**src/rtl/jpeg_seq_ctrl_if.sv**
```systemverilog
// Handshake and buffer-address bundle between the JPEG sequencing controller
// and the pixel buffer / DCT / quantiser / entropy-coder datapath.
// master: the sequencing controller. slave: the datapath side.
interface jpeg_seq_ctrl_if;
    logic        start;
    logic        pix_valid;
    logic        dct_valid;
    logic        ent_busy;
    logic [18:0] bufaddr_in;
    logic [18:0] bufaddr_out;
    logic [1:0]  data_select;
    logic        enable_dct;
    logic        enable_QT;
    logic [3:0]  blk_cnt;
    logic        ctrl_busy;
    logic        frame_done;
    logic        err;

    modport master (
        input  start, pix_valid, dct_valid, ent_busy,
        output bufaddr_in, bufaddr_out, data_select, enable_dct, enable_QT,
               blk_cnt, ctrl_busy, frame_done, err
    );

    modport slave (
        output start, pix_valid, dct_valid, ent_busy,
        input  bufaddr_in, bufaddr_out, data_select, enable_dct, enable_QT,
               blk_cnt, ctrl_busy, frame_done, err
    );
endinterface

```
**src/rtl/jpeg_seq_ctrl.sv**
```systemverilog
// JPEG frame sequencer: loads one frame of pixels into the buffer, then walks
// 16 blocks per component (Y, Cb, Cr) through DCT feed, DCT drain and the
// entropy-coder wait, and pulses frame_done at the end.
// Optional feature: define JPEG_SEQ_WDOG_EN to add a watchdog over DRAIN and
// WAIT_ENT that sets the sticky err flag and ends the frame after WDOG_MAX
// idle cycles. Without it err is tied low and those states wait forever.
module jpeg_seq_ctrl #(
    parameter int PIX_TOTAL = 1024,
    parameter int WDOG_MAX  = 4095
) (
    input  logic           clock,
    input  logic           nrst,
    jpeg_seq_ctrl_if.master bus
);
    typedef enum logic [2:0] {IDLE, LOAD, FEED, DRAIN, WAIT_ENT, DONE} state_t;

    state_t      state, state_nxt;
    logic [18:0] wr_addr;
    logic [3:0]  blk;
    logic [1:0]  comp;
    logic [2:0]  row;
    logic [3:0]  dv_cnt;    // DCT rows seen for the current block, saturates at 8

    logic last_pix, dv_done, ent_free, last_blk, wd_trip;

    assign last_pix = bus.pix_valid && (wr_addr == 19'(PIX_TOTAL - 1));
    // Eighth row either already counted (all arrived during FEED) or arriving now
    assign dv_done  = (dv_cnt == 4'd8) || (bus.dct_valid && dv_cnt == 4'd7);
    assign ent_free = !bus.ent_busy;
    assign last_blk = (blk == 4'hF) && (comp == 2'd2);

`ifdef JPEG_SEQ_WDOG_EN
    localparam int WD_W = $clog2(WDOG_MAX + 1);

    logic [WD_W-1:0] wd_cnt;
    logic            err_q;

    // Trips on the cycle the idle count would reach WDOG_MAX, unless the
    // state is leaving normally in the same cycle
    assign wd_trip = !bus.dct_valid && (wd_cnt == WD_W'(WDOG_MAX - 1)) &&
                     ((state == DRAIN && !dv_done) || (state == WAIT_ENT && !ent_free));

    // Watchdog counter: runs in DRAIN/WAIT_ENT, cleared by dct_valid and by any state change
    always_ff @(posedge clock or negedge nrst) begin
        if (!nrst) begin
            wd_cnt <= '0;
            err_q  <= 1'b0;
        end else begin
            if ((state == DRAIN || state == WAIT_ENT) && state_nxt == state && !bus.dct_valid)
                wd_cnt <= wd_cnt + 1'b1;
            else
                wd_cnt <= '0;
            if (wd_trip)
                err_q <= 1'b1;
        end
    end

    assign bus.err = err_q;
`else
    assign wd_trip = 1'b0;
    assign bus.err = 1'b0;
`endif

    // State register
    always_ff @(posedge clock or negedge nrst) begin
        if (!nrst) state <= IDLE;
        else       state <= state_nxt;
    end

    // Next-state decode
    always_comb begin
        state_nxt = state;
        case (state)
            IDLE:     if (bus.start) state_nxt = LOAD;
            LOAD:     if (last_pix) state_nxt = FEED;
            FEED:     if (row == 3'd7) state_nxt = DRAIN;
            DRAIN:    if (dv_done) state_nxt = WAIT_ENT;
                      else if (wd_trip) state_nxt = DONE;
            WAIT_ENT: if (ent_free) state_nxt = last_blk ? DONE : FEED;
                      else if (wd_trip) state_nxt = DONE;
            DONE:     state_nxt = IDLE;
            default:  state_nxt = IDLE;
        endcase
    end

    // Frame datapath: write address, block/component position, feed row, DCT row count
    always_ff @(posedge clock or negedge nrst) begin
        if (!nrst) begin
            wr_addr <= '0;
            blk     <= '0;
            comp    <= '0;
            row     <= '0;
            dv_cnt  <= '0;
        end else begin
            case (state)
                IDLE: if (bus.start) begin
                    wr_addr <= '0;
                    blk     <= '0;
                    comp    <= '0;
                end
                LOAD: begin
                    if (bus.pix_valid) wr_addr <= wr_addr + 19'd1;
                    if (last_pix) begin
                        row    <= '0;
                        dv_cnt <= '0;
                    end
                end
                FEED: begin
                    row <= row + 3'd1;
                    if (bus.dct_valid && dv_cnt != 4'd8) dv_cnt <= dv_cnt + 4'd1;
                end
                DRAIN: if (bus.dct_valid && dv_cnt != 4'd8) dv_cnt <= dv_cnt + 4'd1;
                WAIT_ENT: if (ent_free && !last_blk) begin
                    blk    <= blk + 4'd1;
                    if (blk == 4'hF) comp <= comp + 2'd1;
                    row    <= '0;
                    dv_cnt <= '0;
                end
                default: ;
            endcase
        end
    end

    // Outputs decoded from state; row address is {blk_row, feed_row, blk_col}
    always_comb begin
        bus.ctrl_busy   = (state != IDLE);
        bus.enable_dct  = (state == FEED) || (state == DRAIN);
        bus.enable_QT   = ((state == FEED) || (state == DRAIN)) && bus.dct_valid;
        bus.frame_done  = (state == DONE);
        bus.bufaddr_out = (state == FEED) ? 19'({blk[3:2], row, blk[1:0]}) : 19'd0;
        bus.bufaddr_in  = wr_addr;
        bus.data_select = comp;
        bus.blk_cnt     = blk;
    end
endmodule
```
**src/flat_wrapper.sv**
```systemverilog
// flat-port wrapper written by rule: the top's interface ports become plain ports
module jpeg_seq_ctrl_flat 
#(
    parameter int PIX_TOTAL = 1024,
    parameter int WDOG_MAX  = 4095
)
  (clock, nrst, bus_start, bus_pix_valid, bus_dct_valid, bus_ent_busy, bus_bufaddr_in, bus_bufaddr_out, bus_data_select, bus_enable_dct, bus_enable_QT, bus_blk_cnt, bus_ctrl_busy, bus_frame_done, bus_err);
  jpeg_seq_ctrl_if bus_i ();
  input  logic clock;
  input  logic nrst;
  input wire logic [$bits(bus_i.start)-1:0] bus_start;
  input wire logic [$bits(bus_i.pix_valid)-1:0] bus_pix_valid;
  input wire logic [$bits(bus_i.dct_valid)-1:0] bus_dct_valid;
  input wire logic [$bits(bus_i.ent_busy)-1:0] bus_ent_busy;
  output wire logic [$bits(bus_i.bufaddr_in)-1:0] bus_bufaddr_in;
  output wire logic [$bits(bus_i.bufaddr_out)-1:0] bus_bufaddr_out;
  output wire logic [$bits(bus_i.data_select)-1:0] bus_data_select;
  output wire logic [$bits(bus_i.enable_dct)-1:0] bus_enable_dct;
  output wire logic [$bits(bus_i.enable_QT)-1:0] bus_enable_QT;
  output wire logic [$bits(bus_i.blk_cnt)-1:0] bus_blk_cnt;
  output wire logic [$bits(bus_i.ctrl_busy)-1:0] bus_ctrl_busy;
  output wire logic [$bits(bus_i.frame_done)-1:0] bus_frame_done;
  output wire logic [$bits(bus_i.err)-1:0] bus_err;
  assign bus_i.start = bus_start;
  assign bus_i.pix_valid = bus_pix_valid;
  assign bus_i.dct_valid = bus_dct_valid;
  assign bus_i.ent_busy = bus_ent_busy;
  assign bus_bufaddr_in = bus_i.bufaddr_in;
  assign bus_bufaddr_out = bus_i.bufaddr_out;
  assign bus_data_select = bus_i.data_select;
  assign bus_enable_dct = bus_i.enable_dct;
  assign bus_enable_QT = bus_i.enable_QT;
  assign bus_blk_cnt = bus_i.blk_cnt;
  assign bus_ctrl_busy = bus_i.ctrl_busy;
  assign bus_frame_done = bus_i.frame_done;
  assign bus_err = bus_i.err;
  jpeg_seq_ctrl #(.PIX_TOTAL(PIX_TOTAL), .WDOG_MAX(WDOG_MAX)) u_core (.clock(clock), .nrst(nrst), .bus(bus_i));
endmodule
```
**config.mk**
```make
export PLATFORM = sky130hd
export DESIGN_NAME = jpeg_seq_ctrl_flat
export DESIGN_NICKNAME = d
export VERILOG_FILES = /design/src/rtl/jpeg_seq_ctrl_if.sv /design/src/rtl/jpeg_seq_ctrl.sv /design/src/flat_wrapper.sv
export SDC_FILE = /design/constraint.sdc
export NUM_CORES = 1
export LEC_CHECK = 0
export BUFFER_PORTS_ARGS = -buffer_cell sky130_fd_sc_hd__buf_2
export CORE_MARGIN = 3
export CORE_UTILIZATION = 55
export CTS_CLUSTER_SIZE = 14
export DETAILED_ROUTE_END_ITERATION = 7
export PLACE_DENSITY_LB_ADDON = 0.15
export SYNTH_ARGS = -nofsm -noshare
export SYNTH_HDL_FRONTEND = slang
export SYNTH_SLANG_ARGS = --single-unit
```
**constraint.sdc**
```tcl
create_clock -name clock -period 3.3 [get_ports clock]
set_input_delay 0.495 -clock clock [delete_from_list [all_inputs] [get_ports clock]]
set_output_delay 0.495 -clock clock [all_outputs]
set_load 0.01 [all_outputs]
```
After elaboration in Yosys (flattened, before gate mapping)
Cells that the tools add are included.
{"block": "totals", "ff_bits": 35, "in_bits": 6, "output_inout_bits": 49, "word_cells": 80}
{"block": "op_classes", "add_sub_neg": 5, "eq_ne": 21, "muxes": 25, "n_reduce_logical": 23}
{"operator": "two-way mux 19 bit", "n": 2}
{"operator": "case mux 19 bit (2 select lines)", "n": 1}
{"operator": "two-way mux 3 bit", "n": 8}
{"operator": "two-way mux 4 bit", "n": 5}
{"operator": "adder 19 x 1 -> 19 bit (second input constant)", "n": 1}
{"operator": "equality test 19 x 10 -> 1 bit (second input constant)", "n": 1}
{"operator": "case mux 3 bit (5 select lines)", "n": 1}
{"operator": "inequality test 2 x 1 -> 1 bit (second input constant)", "n": 6}
{"operator": "case mux 4 bit (3 select lines)", "n": 1}
{"operator": "equality test 3 bit (second input constant)", "n": 3}
{"operator": "case mux 3 bit (3 select lines)", "n": 1}
{"operator": "AND reduction 3 bit", "n": 3}
{"operator": "nonzero test 3 bit", "n": 3}
{"operator": "adder 4 x 1 -> 4 bit (second input constant)", "n": 2}
{"operator": "equality test 4 bit (second input constant)", "n": 2}
{"operator": "case mux 4 bit (2 select lines)", "n": 1}
{"operator": "AND reduction 4 bit", "n": 2}
{"operator": "two-way mux 7 bit", "n": 1}
{"operator": "equality test 3 x 2 -> 1 bit (second input constant)", "n": 2}
{"operator": "logical AND 1 bit", "n": 6}
{"operator": "two-way mux 2 bit", "n": 3}
{"operator": "inequality test 2 bit (second input constant)", "n": 3}
{"operator": "AND reduction 5 bit", "n": 1}
{"operator": "equality test 4 x 3 -> 1 bit (second input constant)", "n": 1}
{"operator": "11 further kinds", "n": 14}

Depth between registers and ports, before layout
{"block": "depth", "depth_word": 6, "mapped_depth": 7, "mapped_depth_nobuf": 7}

Worst setup path after synthesis
OpenSTA, ideal clock, no wires.
{"block": "synth_timing", "path_type": "register -> output", "from": "reg u_core.state[2]", "to": "out bus_bufaddr_out[0]", "arrival_ns": 1.367, "setup_slack_ns": 1.438, "path_stages_with_launch": 6, "n_path_buf": 2, "cell_sequence": "dfrtp_1 > buf_4 > nand2b_1 > inv_1 > clkbuf_1 > and3_1"}
{"block": "synth_via", "elab_chain_cells": 2}
{"item": "start: declaration", "line": "jpeg_seq_ctrl.sv:17", "text": "state_t state, state_nxt;"}
{"item": "start signal: assignment", "line": "jpeg_seq_ctrl.sv:67", "text": "else state <= state_nxt;"}
{"item": "equality test 3 x 2 -> 1 bit", "line": "jpeg_seq_ctrl.sv:130", "text": "bus.bufaddr_out = (state == FEED) ? 19'({blk[3:2], row, blk[1:0]}) : 19'd0;"}
{"item": "two-way mux 7 bit", "line": "jpeg_seq_ctrl.sv:130"}
{"item": "end: declaration", "line": "flat_wrapper.sv:16", "text": "output wire logic [$bits(bus_i.bufaddr_out)-1:0] bus_bufaddr_out;"}
Every way passes these cells.

Worst setup path after layout
{"block": "layout_timing", "from": "reg u_core.state[2]", "to": "out bus_bufaddr_out[5]"}
The elaborated chain is that of the path after synthesis.

==> out/metrics.cfg <==
[worst_setup_path]
setup.worst_path.class=flop to output port
cp_cell_sequence=nand2b_1 > inv_1 > and3_1 > buf_2
startpoint_type=flop
worst-path-buf-inv=2
cp_max_fo=14
cpLargestDelayFamily=simple AND/OR/NAND/NOR gates
cp-end-kind=output port
critPathSlowestCell=dfrtp_1
cp_slowest_stage_delay_ns=0.48
required_ns=2.80
critPathArrivalTime_ns=1.74

[logic_synthesis]
synth_cell_types=40
ys_warn_count=0
async_flop_share_pct=100
synthCells=231
synth-main-ff-cell=dfrtp_1
seq_area_frac_synth_pct=41.3
ys_ff_latch=35
synth_edf_count=0
synthesis.area_um2=2120
avgSynthCellArea_um2=9.17

[floorplan]
fp-row-count=21
initial_core_util_pct=60.2
core_area_um2=3520
ios=55
die_h_um=68.1
dieArea_um2=4630
die_w_um=68.1

[detailed_routing]
wl_um=4380
wire_per_inst_um=13.8
drt_iter0_drc=104
drc=0
vias_per_cell=5.49
vias=1734
ant_nets=0
first_pass_iters=4

[clocking]
cts_buffer_depth=2
numCtsBuffers=5
postCtsSetupBuffers=0
clk_pin_slew_ns=0.07
cts-root-buf=clkbuf_8
cts.sinks=35
cts_hold_buf=0
cts_resized=0
cts_tree=yes
clk_latency_ns=0.29
htree_levels=2

[timing]
finalHoldViolCount=0
period_minus_slack_ns=2.23
relSlewSlack_pct=47.7
tns_ns=0
timing.fmax_mhz=448
rsz0062_at_grt=no
fin_crit_sh_pct=67.6
worst_pin_slew_ns=0.784
setup_viol=0
finClkSkew_ns=0.00746
finalMaxSlewViolations=0

[global_route]
grtUsageMet1_pct=29.8
antenna_found_initial=0
groute.usage.overall_pct=21.3
use_met3_pct=4.93
grt_util_met2_pct=31.9
busiest_layer=met2
grt_pass1_vias=1558
grt_pass1_wl_um=7380
grt_start_max_net_pins=36
grt-ovfl-total=0

[final_layout]
drive_above_1_share_pct=21.5
final_cell_mix=41 x buf_2, 35 x dfrtp_1, 28 x nor2_1
diodes=0
final_nets=284
multi_input_area_um2=1110
syn_to_final_growth_pct=11.4
final_common_cell=buf_2
register_area_um2=876
final_cell_count_no_fill=316
fill_cells=308

[pwr]
leakage_nw=1.21
switchingPower_mw=0.266
p_sw_share_pct=29.2
seq_power_share_pct=54.2
clkPwrFrac_pct=31.7
pwr-share-comb_pct=14.1
peakVddDrop_uv=337
pwr_density_cell_nw_per_um2=386
p_int_mw=0.646

[min_path]
hold_class=input port to asynchronous set/reset pin

[flow_run]
cap_viol_max_count=0

[placed_design]
dp.cells=310
place.gp.congestion=0.794
hpwl_um=3190
portBuffers=41

[outcome]
status=finished clean

==> Yosys cell counts, types with 5 or more instances <==
library cell	count	area [µm²]
buf_4	14	105
xor2_1	8	70.1
o21ai_0	8	40.0
a22o_1	5	43.8
inv_1	10	37.5
xnor2_1	9	78.8
a21oi_1	8	40.0
nand3_1	12	60.1
and3_1	11	68.8
nand2_1	18	67.6
ha_1	7	87.6
nor3_1	8	40.0
nand4_1	9	56.3
nor2_1	28	105
dfrtp_1	35	876
==> final timing paths <==
| check | slack [ns] | endpoint | from | cells past startpoint |
|---|---|---|---|---|
| setup / recovery | 1.07 | bus_bufaddr_out[5] | u_core.state[2] | 4 |
| hold / removal | 0.28 | u_core.dv_cnt[2] | nrst | 1 |
| setup reg to reg | 1.31 | u_core.bus.bufaddr_in[18] | u_core.state[0] | 5 |
| hold reg to reg | 0.50 | u_core.bus.data_select[0] | u_core.bus.data_select[0] | 1 |
| max in group asynchronous | 2.51 | u_core.bus.bufaddr_in[12] | nrst | 1 |
| min in group clock | 0.50 | u_core.bus.data_select[0] | u_core.bus.data_select[0] | 1 |
==> worst register-to-register path, stage by stage (launching register included) <==
cell and delay (ns):
dfrtp_1 0.51, mux2_2 0.30, nand4_1 0.41, nor4_2 0.42, xnor2_1 0.15, nor2_1 0.05
==> layer usage <==
layer	vias to the layer above	share of wire, %	wire, µm
met5	-	0	0
met4	0	1.3	57
met3	7	5.1	221
met2	41	45	1980
met1	826	48	2120
li1	860	-	-
==> per-stage QoR <==
step                      worst slack, ns  power, mW  cell area, µm²  util (%)  hold slack (ns)
after floorplan                      1.44      0.585            2160         -            0.199
after CTS                            1.05      0.918            2360      67.0            0.312
final                                1.07      0.912            2360      67.0            0.285
after detailed placement             1.37      0.632            2290      65.0            0.497
after global routing                0.871      0.961            2360      67.0            0.342
after global placement               1.38      0.630            2290      65.0            0.491
==> power groups by stage <==
stage / Clock (mW) / Combinational, mW / Sequential, mW
6_report: 0.289 / 0.129 / 0.494
5_1_grt: 0.315 / 0.145 / 0.502
4_1_cts: 0.293 / 0.131 / 0.494
3_5_place_dp: 0 / 0.131 / 0.502
3_3_place_gp: 0 / 0.129 / 0.501
2_1_floorplan: 0 / 0.0804 / 0.505
==> cell families (layout without fill, tap and decap cells) <==
| logic type | Yosys count | in the layout | synth area share, % |
|---|---|---|---|
| XOR/XNOR | 17 | 17 | 7.03 |
| flip-flops | 35 | 35 | 41.3 |
| adder cells (fa/ha/maj) | 7 | 7 | 4.13 |
| other | 1 | 13 | 0.177 |
| AO/OA/AOI/OAI | 27 | 27 | 8.03 |
| AND/OR/NAND/NOR | 109 | 109 | 28.5 |
| multiplexers | 5 | 5 | 2.48 |
| buffers and inverters | 30 | 57 | 8.33 |
==> sequential cells by signal (all words and copies together), names as in the netlist <==
name and flops:
u_core.bus.data_select 2, u_core.bus.blk_cnt 4, u_core.dv_cnt 4, u_core.row 3
u_core.bus.bufaddr_in 19, u_core.state 3
==> final cells by class <==
cell class | count | area share, %
Tap cell | 46 | 2.44
Clock buffer | 6 | 3.08
Multi-Input combinational cell | 178 | 47.1
Timing Repair Buffer | 41 | 8.70
Sequential cell | 35 | 37.1
Inverter | 10 | 1.59
Note: power is estimated with default switching activity, not from simulation.
